[src/rtl/game_select_menu_pkg.sv]
// Shared menu definitions: mode codes, page encoding and level limits.
// Used by game_select_menu and kept in step with the game controller.
package game_select_menu_pkg;

    localparam logic       LIMITED   = 1'b0;
    localparam logic       FREE      = 1'b1;
    localparam logic [1:0] MAX_LEVEL = 2'd3;

    typedef enum logic [1:0] {
        PG_MODE  = 2'd0,
        PG_LEVEL = 2'd1,
        PG_PLAY  = 2'd2
    } page_e;

endpackage

[src/rtl/game_select_menu_btn.sv]
// Button front end: 2-flop synchronizer, rising-edge detector and an optional
// hold-to-repeat counter. Produces one registered step pulse per press/repeat.
module btn_repeat #(
    parameter bit REPEAT_EN     = 1'b0,
    parameter int REPEAT_DELAY  = 25000000,
    parameter int REPEAT_PERIOD = 5000000,
    parameter int CNT_W         = 25
) (
    input  logic clk,
    input  logic rst,
    input  logic btn,
    output logic step
);

    // Reloading to DELAY-PERIOD+1 makes every later expiry land PERIOD cycles apart.
    localparam logic [CNT_W-1:0] DELAY_C  = CNT_W'(REPEAT_DELAY);
    localparam logic [CNT_W-1:0] RELOAD_C = CNT_W'(REPEAT_DELAY - REPEAT_PERIOD + 1);

    logic             sync1_q, sync2_q, prev_q;
    logic             step_q, step_d;
    logic [CNT_W-1:0] cnt_q, cnt_d;
    logic             repHit;

    always_ff @(posedge clk or negedge rst) begin
        if (!rst) begin
            sync1_q <= 1'b0;
            sync2_q <= 1'b0;
            prev_q  <= 1'b0;
            step_q  <= 1'b0;
            cnt_q   <= '0;
        end else begin
            sync1_q <= btn;
            sync2_q <= sync1_q;
            prev_q  <= sync2_q;
            step_q  <= step_d;
            cnt_q   <= cnt_d;
        end
    end

    always_comb begin
        repHit = 1'b0;
        cnt_d  = '0;
        if (REPEAT_EN && sync2_q) begin
            if (cnt_q == DELAY_C) begin
                repHit = 1'b1;
                cnt_d  = RELOAD_C;
            end else begin
                cnt_d = cnt_q + 1'b1;
            end
        end
        step_d = (sync2_q & ~prev_q) | repHit;
    end

    assign step = step_q;

endmodule

[src/rtl/game_select_menu.sv]
// Front-panel menu controller: page FSM over MODE/LEVEL/PLAY, pending and
// committed configuration, and the selecting/start handshake to the game.
module game_select_menu
    import game_select_menu_pkg::*;
#(
    parameter int REPEAT_DELAY  = 25000000,
    parameter int REPEAT_PERIOD = 5000000,
    parameter int CNT_W         = 25,
    parameter int NUM_LEVELS    = 4
) (
    input  logic       clk,
    input  logic       rst,
    input  logic       btn_up,
    input  logic       btn_down,
    input  logic       btn_ok,
    input  logic       btn_back,
    input  logic       game_done,
    output logic       selecting,
    output logic       mode,
    output logic [1:0] level,
    output logic [1:0] page,
    output logic       cur_mode,
    output logic [1:0] cur_level,
    output logic       start_pulse
);

    localparam logic [1:0] TOP_LEVEL = (NUM_LEVELS > 4) ? MAX_LEVEL : 2'(NUM_LEVELS - 1);

    logic  stepUp, stepDown, stepOk, stepBack;
    logic  goUp, goDown;

    page_e      page_q, page_d;
    logic       selecting_q, selecting_d;
    logic       mode_q, mode_d;
    logic [1:0] level_q, level_d;
    logic       curMode_q, curMode_d;
    logic [1:0] curLevel_q, curLevel_d;
    logic       startPulse_q, startPulse_d;

    btn_repeat #(.REPEAT_EN(1'b1), .REPEAT_DELAY(REPEAT_DELAY),
                 .REPEAT_PERIOD(REPEAT_PERIOD), .CNT_W(CNT_W))
        u_btnUp   (.clk(clk), .rst(rst), .btn(btn_up),   .step(stepUp));
    btn_repeat #(.REPEAT_EN(1'b1), .REPEAT_DELAY(REPEAT_DELAY),
                 .REPEAT_PERIOD(REPEAT_PERIOD), .CNT_W(CNT_W))
        u_btnDown (.clk(clk), .rst(rst), .btn(btn_down), .step(stepDown));
    btn_repeat #(.REPEAT_EN(1'b0), .REPEAT_DELAY(REPEAT_DELAY),
                 .REPEAT_PERIOD(REPEAT_PERIOD), .CNT_W(CNT_W))
        u_btnOk   (.clk(clk), .rst(rst), .btn(btn_ok),   .step(stepOk));
    btn_repeat #(.REPEAT_EN(1'b0), .REPEAT_DELAY(REPEAT_DELAY),
                 .REPEAT_PERIOD(REPEAT_PERIOD), .CNT_W(CNT_W))
        u_btnBack (.clk(clk), .rst(rst), .btn(btn_back), .step(stepBack));

    always_ff @(posedge clk or negedge rst) begin
        if (!rst) begin
            page_q       <= PG_MODE;
            selecting_q  <= 1'b1;
            mode_q       <= FREE;
            level_q      <= 2'd0;
            curMode_q    <= FREE;
            curLevel_q   <= 2'd0;
            startPulse_q <= 1'b0;
        end else begin
            page_q       <= page_d;
            selecting_q  <= selecting_d;
            mode_q       <= mode_d;
            level_q      <= level_d;
            curMode_q    <= curMode_d;
            curLevel_q   <= curLevel_d;
            startPulse_q <= startPulse_d;
        end
    end

    // Opposing up/down steps in one cycle cancel; back always outranks ok.
    assign goUp   = stepUp & ~stepDown;
    assign goDown = stepDown & ~stepUp;

    always_comb begin
        page_d       = page_q;
        selecting_d  = selecting_q;
        mode_d       = mode_q;
        level_d      = level_q;
        curMode_d    = curMode_q;
        curLevel_d   = curLevel_q;
        startPulse_d = 1'b0;
        case (page_q)
            PG_MODE: begin
                if (stepBack) begin
                    page_d = PG_MODE;
                end else if (stepOk) begin
                    page_d = PG_LEVEL;
                end else if (goUp || goDown) begin
                    curMode_d = ~curMode_q;
                end
            end
            PG_LEVEL: begin
                if (stepBack) begin
                    page_d     = PG_MODE;
                    curMode_d  = mode_q;
                    curLevel_d = level_q;
                end else if (stepOk) begin
                    page_d       = PG_PLAY;
                    mode_d       = curMode_q;
                    level_d      = curLevel_q;
                    selecting_d  = 1'b0;
                    startPulse_d = 1'b1;
                end else if (goUp && curLevel_q != TOP_LEVEL) begin
                    curLevel_d = curLevel_q + 2'd1;
                end else if (goDown && curLevel_q != 2'd0) begin
                    curLevel_d = curLevel_q - 2'd1;
                end
            end
            PG_PLAY: begin
                if (stepBack || (stepOk && game_done)) begin
                    page_d      = PG_MODE;
                    selecting_d = 1'b1;
                    curMode_d   = mode_q;
                    curLevel_d  = level_q;
                end
            end
            default: begin
                page_d      = PG_MODE;
                selecting_d = 1'b1;
            end
        endcase
    end

    assign selecting   = selecting_q;
    assign mode        = mode_q;
    assign level       = level_q;
    assign page        = page_q;
    assign cur_mode    = curMode_q;
    assign cur_level   = curLevel_q;
    assign start_pulse = startPulse_q;

endmodule

[config.mk]
export PLATFORM = sky130hd
export DESIGN_NAME = game_select_menu
export DESIGN_NICKNAME = d
export VERILOG_FILES = /design/src/rtl/game_select_menu_pkg.sv /design/src/rtl/game_select_menu_btn.sv /design/src/rtl/game_select_menu.sv
export SDC_FILE = /design/constraint.sdc
export NUM_CORES = 1
export LEC_CHECK = 0
export BUFFER_PORTS_ARGS = -buffer_cell sky130_fd_sc_hd__buf_2
export CORE_UTILIZATION = 50
export DETAILED_ROUTE_END_ITERATION = 10
export HOLD_SLACK_MARGIN = 0.08
export PLACE_DENSITY_LB_ADDON = 0.15
export SYNTH_ARGS = -nofsm -noshare
export SYNTH_HDL_FRONTEND = slang
export SYNTH_SLANG_ARGS = --single-unit
[constraint.sdc]
create_clock -name clk -period 2.6 [get_ports clk]
set_input_delay 0.52 -clock clk [delete_from_list [all_inputs] [get_ports clk]]
set_output_delay 0.52 -clock clk [all_outputs]
set_load 0.03 [all_outputs]
* After elaboration in Yosys (flattened, before gate mapping)
Index checks and enable logic that the tools add are counted.
Operators by class: $add $sub $neg 4, equal/unequal tests 16, multiplexer cells 33, bitwise logic cells 17, reductions and logical operators 14
Operators with widths (number):
- two-way mux 25 bit | 4
- adder 25 x 1 -> 25 bit, second input constant | 2
- equality test 25 bit, second input constant | 2
- two-way mux 2 bit | 10
- two-way mux 1 bit | 15
- != test 2 bit, second input constant | 6
- NOT 1 bit | 9
- AND reduction 4 bit | 2
- AND 1 bit | 6
- != test 3 x 1 -> 1 bit, second input constant | 2
- case mux 1 bit (3 select lines) | 2
- case mux 2 bit (3 select lines) | 1
- AND reduction 3 bit | 2
- AND reduction 6 bit | 1
- != test 2 x 1 -> 1 bit, second input constant | 2
- != test 4 x 3 -> 1 bit, second input constant | 1
- case mux 2 bit (2 select lines) | 1
- nonzero test 2 bit | 2
- logical AND 1 bit | 3
- != test 3 x 2 -> 1 bit, second input constant | 1
- nonzero test 3 bit | 1
- adder 2 x 1 -> 2 bit, second input constant | 1
- equality test 2 x 1 -> 1 bit, second input constant | 1
- equality test 2 bit, second input constant | 1
- 4 further kinds | 6
Storage, ports and cells: register bits after elaboration 76, input bits 7

* Longest topological paths before layout
depth in word-level cells 8, gate-level depth with buffers 8, mapped depth without buffers 7

* Modules after synthesis
A second synthesis with hierarchy kept.
Unflattened totals: cells, all modules 388, area total of the unflattened synthesis 3971.3 um^2
Modules (own cells, without submodules):
- btn_repeat (u_btnUp) | times used 1, cells each 148, area each 1500.2 um^2, sequential area each 725.7 um^2
- btn_repeat (u_btnDown) | times used 1, cells each 145, area each 1486.4 um^2, sequential area each 725.7 um^2
- game_select_menu | times used 1, cells each 85, area each 757.0 um^2, sequential area each 254.0 um^2
- btn_repeat (u_btnBack ...) | times used 2, cells each 5, area each 113.9 um^2, sequential area each 100.1 um^2

* Least setup slack after synthesis
Ideal clock, no wire load.
path kind register to register, start point register page_q[1] (netlist: page[1]), end point register curLevel_q[1] (netlist: cur_level[1]), arrival time 1.919 ns, required time 2.501 ns, setup slack 0.581 ns, stages on the path, launching flop included 8, clock period less this slack 2.019 ns, path through dfrtp_1 -> inv_1 -> ha_1 -> nor2b_4 -> or3b_2 -> nand4_1 -> o31ai_1 -> a311oi_1
On the way: word-level cells in the longest chain between the ends 3, elaborated cells between the ends (all ways) 8, classes of those cells 5 x eq/ne; 1 x mux; 2 x reduce/logical
RTL lines:
- start: declaration | RTL line game_select_menu.sv:32 | page_e page_q, page_d;
- start signal: assignment | RTL line game_select_menu.sv:63 | page_q <= page_d;
- equality test 2 x 1 -> 1 bit / equality test 2 bit (equally long branches) | RTL line game_select_menu.sv:85 | case (page_q)
- != test 4 x 3 -> 1 bit (no source line) (tied with other cells)
- AND reduction 4 bit (no source line)
- end signal: assignment | RTL line game_select_menu.sv:68 | curLevel_q <= curLevel_d;
- end: declaration | RTL line game_select_menu.sv:37 | logic [1:0] curLevel_q, curLevel_d;
Several ways; a longest one is shown, not always the timed one. A chain may end at the register's enable or synchronous reset.

* Worst setup path in the final report
Ends and elaborated chain as after synthesis.

==> metrics.txt <==
status=completed; DIE WIDTH=87.6 µm; flops & latches, synth=76; CTS buffer count=9; CTS tree=built; largest net degree at the start of global routing=45; element type at the critical path end=flop; Ys Warns=0; number of global-route vias before repair=2519; Tot GR Track Use=19.7%; XOR/XNOR Fraction of Synth Area=10.5%; Final Slew Violations=0; Max-Cap Viols=0; Fin Setup TNS=0 ns; pwr dens=696 nW/µm²; Post-Syn Area=3660 µm²; Residual DRC=0; initial drt markers=118; final clock skew=0.0114 ns; startpoint types=flop; synth unique cells=47; Setup Buffers After CTS=0; post-synthesis adder-cell area fraction=3.42%; Overflow after GRT=0; WP buf/inv=1; Critical R2R Capture=cur_level[1]$_DFFE_PN0P_; sequential area share after synthesis=52.1%; Critical Path AT=2.25 ns; worst vdd rail ir drop=0.000360 V; Syn Area/Cell=11.1 µm²; final hold violation count=0; reg2reg setup slack=0.59 ns; Die Height=87.6 µm; leak pwr=1.82 nW; Worst Tran Pin Value=0.554 ns; IO buf count=16; num ports=17; worst hold path class=input pin to async pin; RSZ-0062 raised after global routing=no; largest family of logic cells by synthesized area=simple AND/OR/NAND/NOR gates; layout cells sized above 1=17.4%; H-tree Lvls=3; first-pass GRT wire length=11600 µm; Final ANT Viol Nets=0; # hold bufs at CTS=0; DRT Pass-1 Iters=4; CP max-delay cell=or3b_2; critical path's largest stage delay=0.44 ns; critical path peak fanout=5; die area=7670 µm²; Tot Pwr=0.00281 W; r2r startpoint=page[1]$_DFFE_PN0P_; initial antenna violation count=0; hpwl dp=4280 µm; P&R area growth vs syn=10.1%; Routed WL=6350 µm; wire per inst=14.0 µm; fin nets=369; design area=4030 µm²; Post-Syn Instances=330; Max Freq=0.498 GHz; CTS Sinks=76; Tcrit/Tclk final=77.3%; Clock Path Buffers=2; cts repair resizes=0; Worst R2R Path Depth=7; CTS root buf=clkbuf_8; Synth Area in Compound Gates=5.74%; fin crit period=2.01 ns; simple-gate share of the synthesized area=25.2%; critical path class=flop to flop; GP Congestion=0.798; clock latency on the worst-skew pair=0.35 ns; crit path cell chain=inv_1 > ha_1 > nor2b_4 > or3b_2 > nand4_1 > o31ai_1 > a311oi_1; Slew HR=62.8%; Synth Net Count=347; CTS clk-pin slew, worst paths=0.08 ns; Crit path depth=7; n_diodes=0; placed cell areas=3840 µm²; via/cell ratio=5.36; multiplexer share of the synthesized area=0.615%; starting density of the core=52.7%; Core Util, Final=58.0%; Rows=30; CP required=2.85 ns; CORE AREA=6940 µm²; critical path's top delay family=simple AND/OR/NAND/NOR gates; final setup fails=0; routed vias=2427
## registers in the layout (all words and copies together) (netlist names), 2 cells and up
register	flops
cur_level	2
level	2
page	2
u_btnDown.cnt_q	25
u_btnUp.cnt_q	25
## worst max path at each step
stage                                          end                start  slack, ns
after floorplan           cur_level[1]$_DFFE_PN0P_  page[1]$_DFFE_PN0P_       0.58
after global placement    cur_level[1]$_DFFE_PN0P_  page[1]$_DFFE_PN0P_       0.65
after detailed placement  cur_level[1]$_DFFE_PN0P_  page[1]$_DFFE_PN0P_       0.61
after CTS                 cur_level[1]$_DFFE_PN0P_  page[1]$_DFFE_PN0P_       0.59
after global routing      cur_level[1]$_DFFE_PN0P_  page[1]$_DFFE_PN0P_       0.34
final                     cur_level[1]$_DFFE_PN0P_  page[1]$_DFFE_PN0P_       0.59
## cell usage in the layout (no fill, tap or decap), types with 13 or more instances in the layout
cell type | Yosys | routed
dfrtp_1 | 73 | 73
nor2_1 | 26 | 26
xnor2_1 | 17 | 17
buf_2 | 2 | 15
nand3_1 | 17 | 17
inv_1 | 13 | 13
and2_1 | 14 | 14
xor2_1 | 27 | 27
nand2_1 | 20 | 20
nand4_1 | 13 | 13
## cell type report
type / instances / area (µm²)
Sequential cell: 76 / 1910
Fill cell: 599 / 2910
Timing Repair Buffer: 17 / 103
Tap cell: 96 / 120
Multi-Input combinational cell: 235 / 1660
Clock buffer: 13 / 169
Inverter: 13 / 48.8
Clock inverter: 3 / 20.0
## worst register-to-register path: stages (launching register included)
cell	delay (ns)
dfrtp_1	0.42
inv_1	0.13
ha_1	0.23
nor2b_4	0.18
or3b_2	0.44
nand4_1	0.18
o31ai_1	0.08
a311oi_1	0.24
## cells by family after synthesis
kind of cell,count (synthesis)
multiplexers,2
AO/OA/AOI/OAI,31
AND/OR/NAND/NOR,148
flip-flops,76
XOR/XNOR,44
buffers and inverters,19
adder cells (fa/ha/maj),10
## cell usage after synthesis, drive strengths merged
cell | instances | share of area (%)
a21boi | 10 | 2.1
a21o | 1 | 0.21
a21oi | 3 | 0.41
a311oi | 1 | 0.24
a31oi | 1 | 0.17
a32oi | 2 | 0.48
and2 | 14 | 2.4
and3 | 12 | 2.1
and3b | 1 | 0.24
and4 | 10 | 2.5
buf | 3 | 0.82
clkbuf | 3 | 0.31
dfrtp | 73 | 50
dfstp | 3 | 2.2
ha | 10 | 3.4
inv | 13 | 1.3
mux2 | 2 | 0.62
nand2 | 21 | 2.4
nand3 | 17 | 2.3
nand3b | 1 | 0.21
nand4 | 14 | 2.8
nand4b | 1 | 0.24
nor2 | 36 | 4.4
nor2b | 4 | 0.89
nor3 | 6 | 1.1
nor4 | 4 | 1.9
nor4b | 1 | 0.24
nor4bb | 1 | 0.27
o21ai | 7 | 0.96
o22ai | 2 | 0.34
o31ai | 3 | 0.62
o32a | 1 | 0.27
or2 | 1 | 0.17
or3 | 1 | 0.17
or3b | 1 | 0.24
or4 | 2 | 0.62
xnor2 | 17 | 4.1
xor2 | 27 | 6.5
## routing by layer
layer	up-vias	track usage [%]	wire, µm
li1	1189	-	-
met1	1197	26.8	3150
met2	39	31.0	3000
met3	2	5.09	186
met4	0	6.71	15
met5	-	0	0
## per-stage QoR
step / setup slack (ns) / hold slack, ns / instances
2_1_floorplan: 0.581 / 0.224 / 330
5_1_grt: 0.335 / 0.118 / 453
3_3_place_gp: 0.650 / 0.332 / 437
4_1_cts: 0.587 / 0.111 / 453
3_5_place_dp: 0.608 / 0.335 / 437
6_report: 0.591 / 0.0983 / 453
## power by group
group	switching (W)	leakage (nW)	internal, W
Combinational	0.000368	0.720	0.000218
Sequential	0.0000906	1.01	0.00129
Clock	0.000419	0.0917	0.000424
Total	0.000877	1.82	0.00193
(Power assumes the default switching activity.)
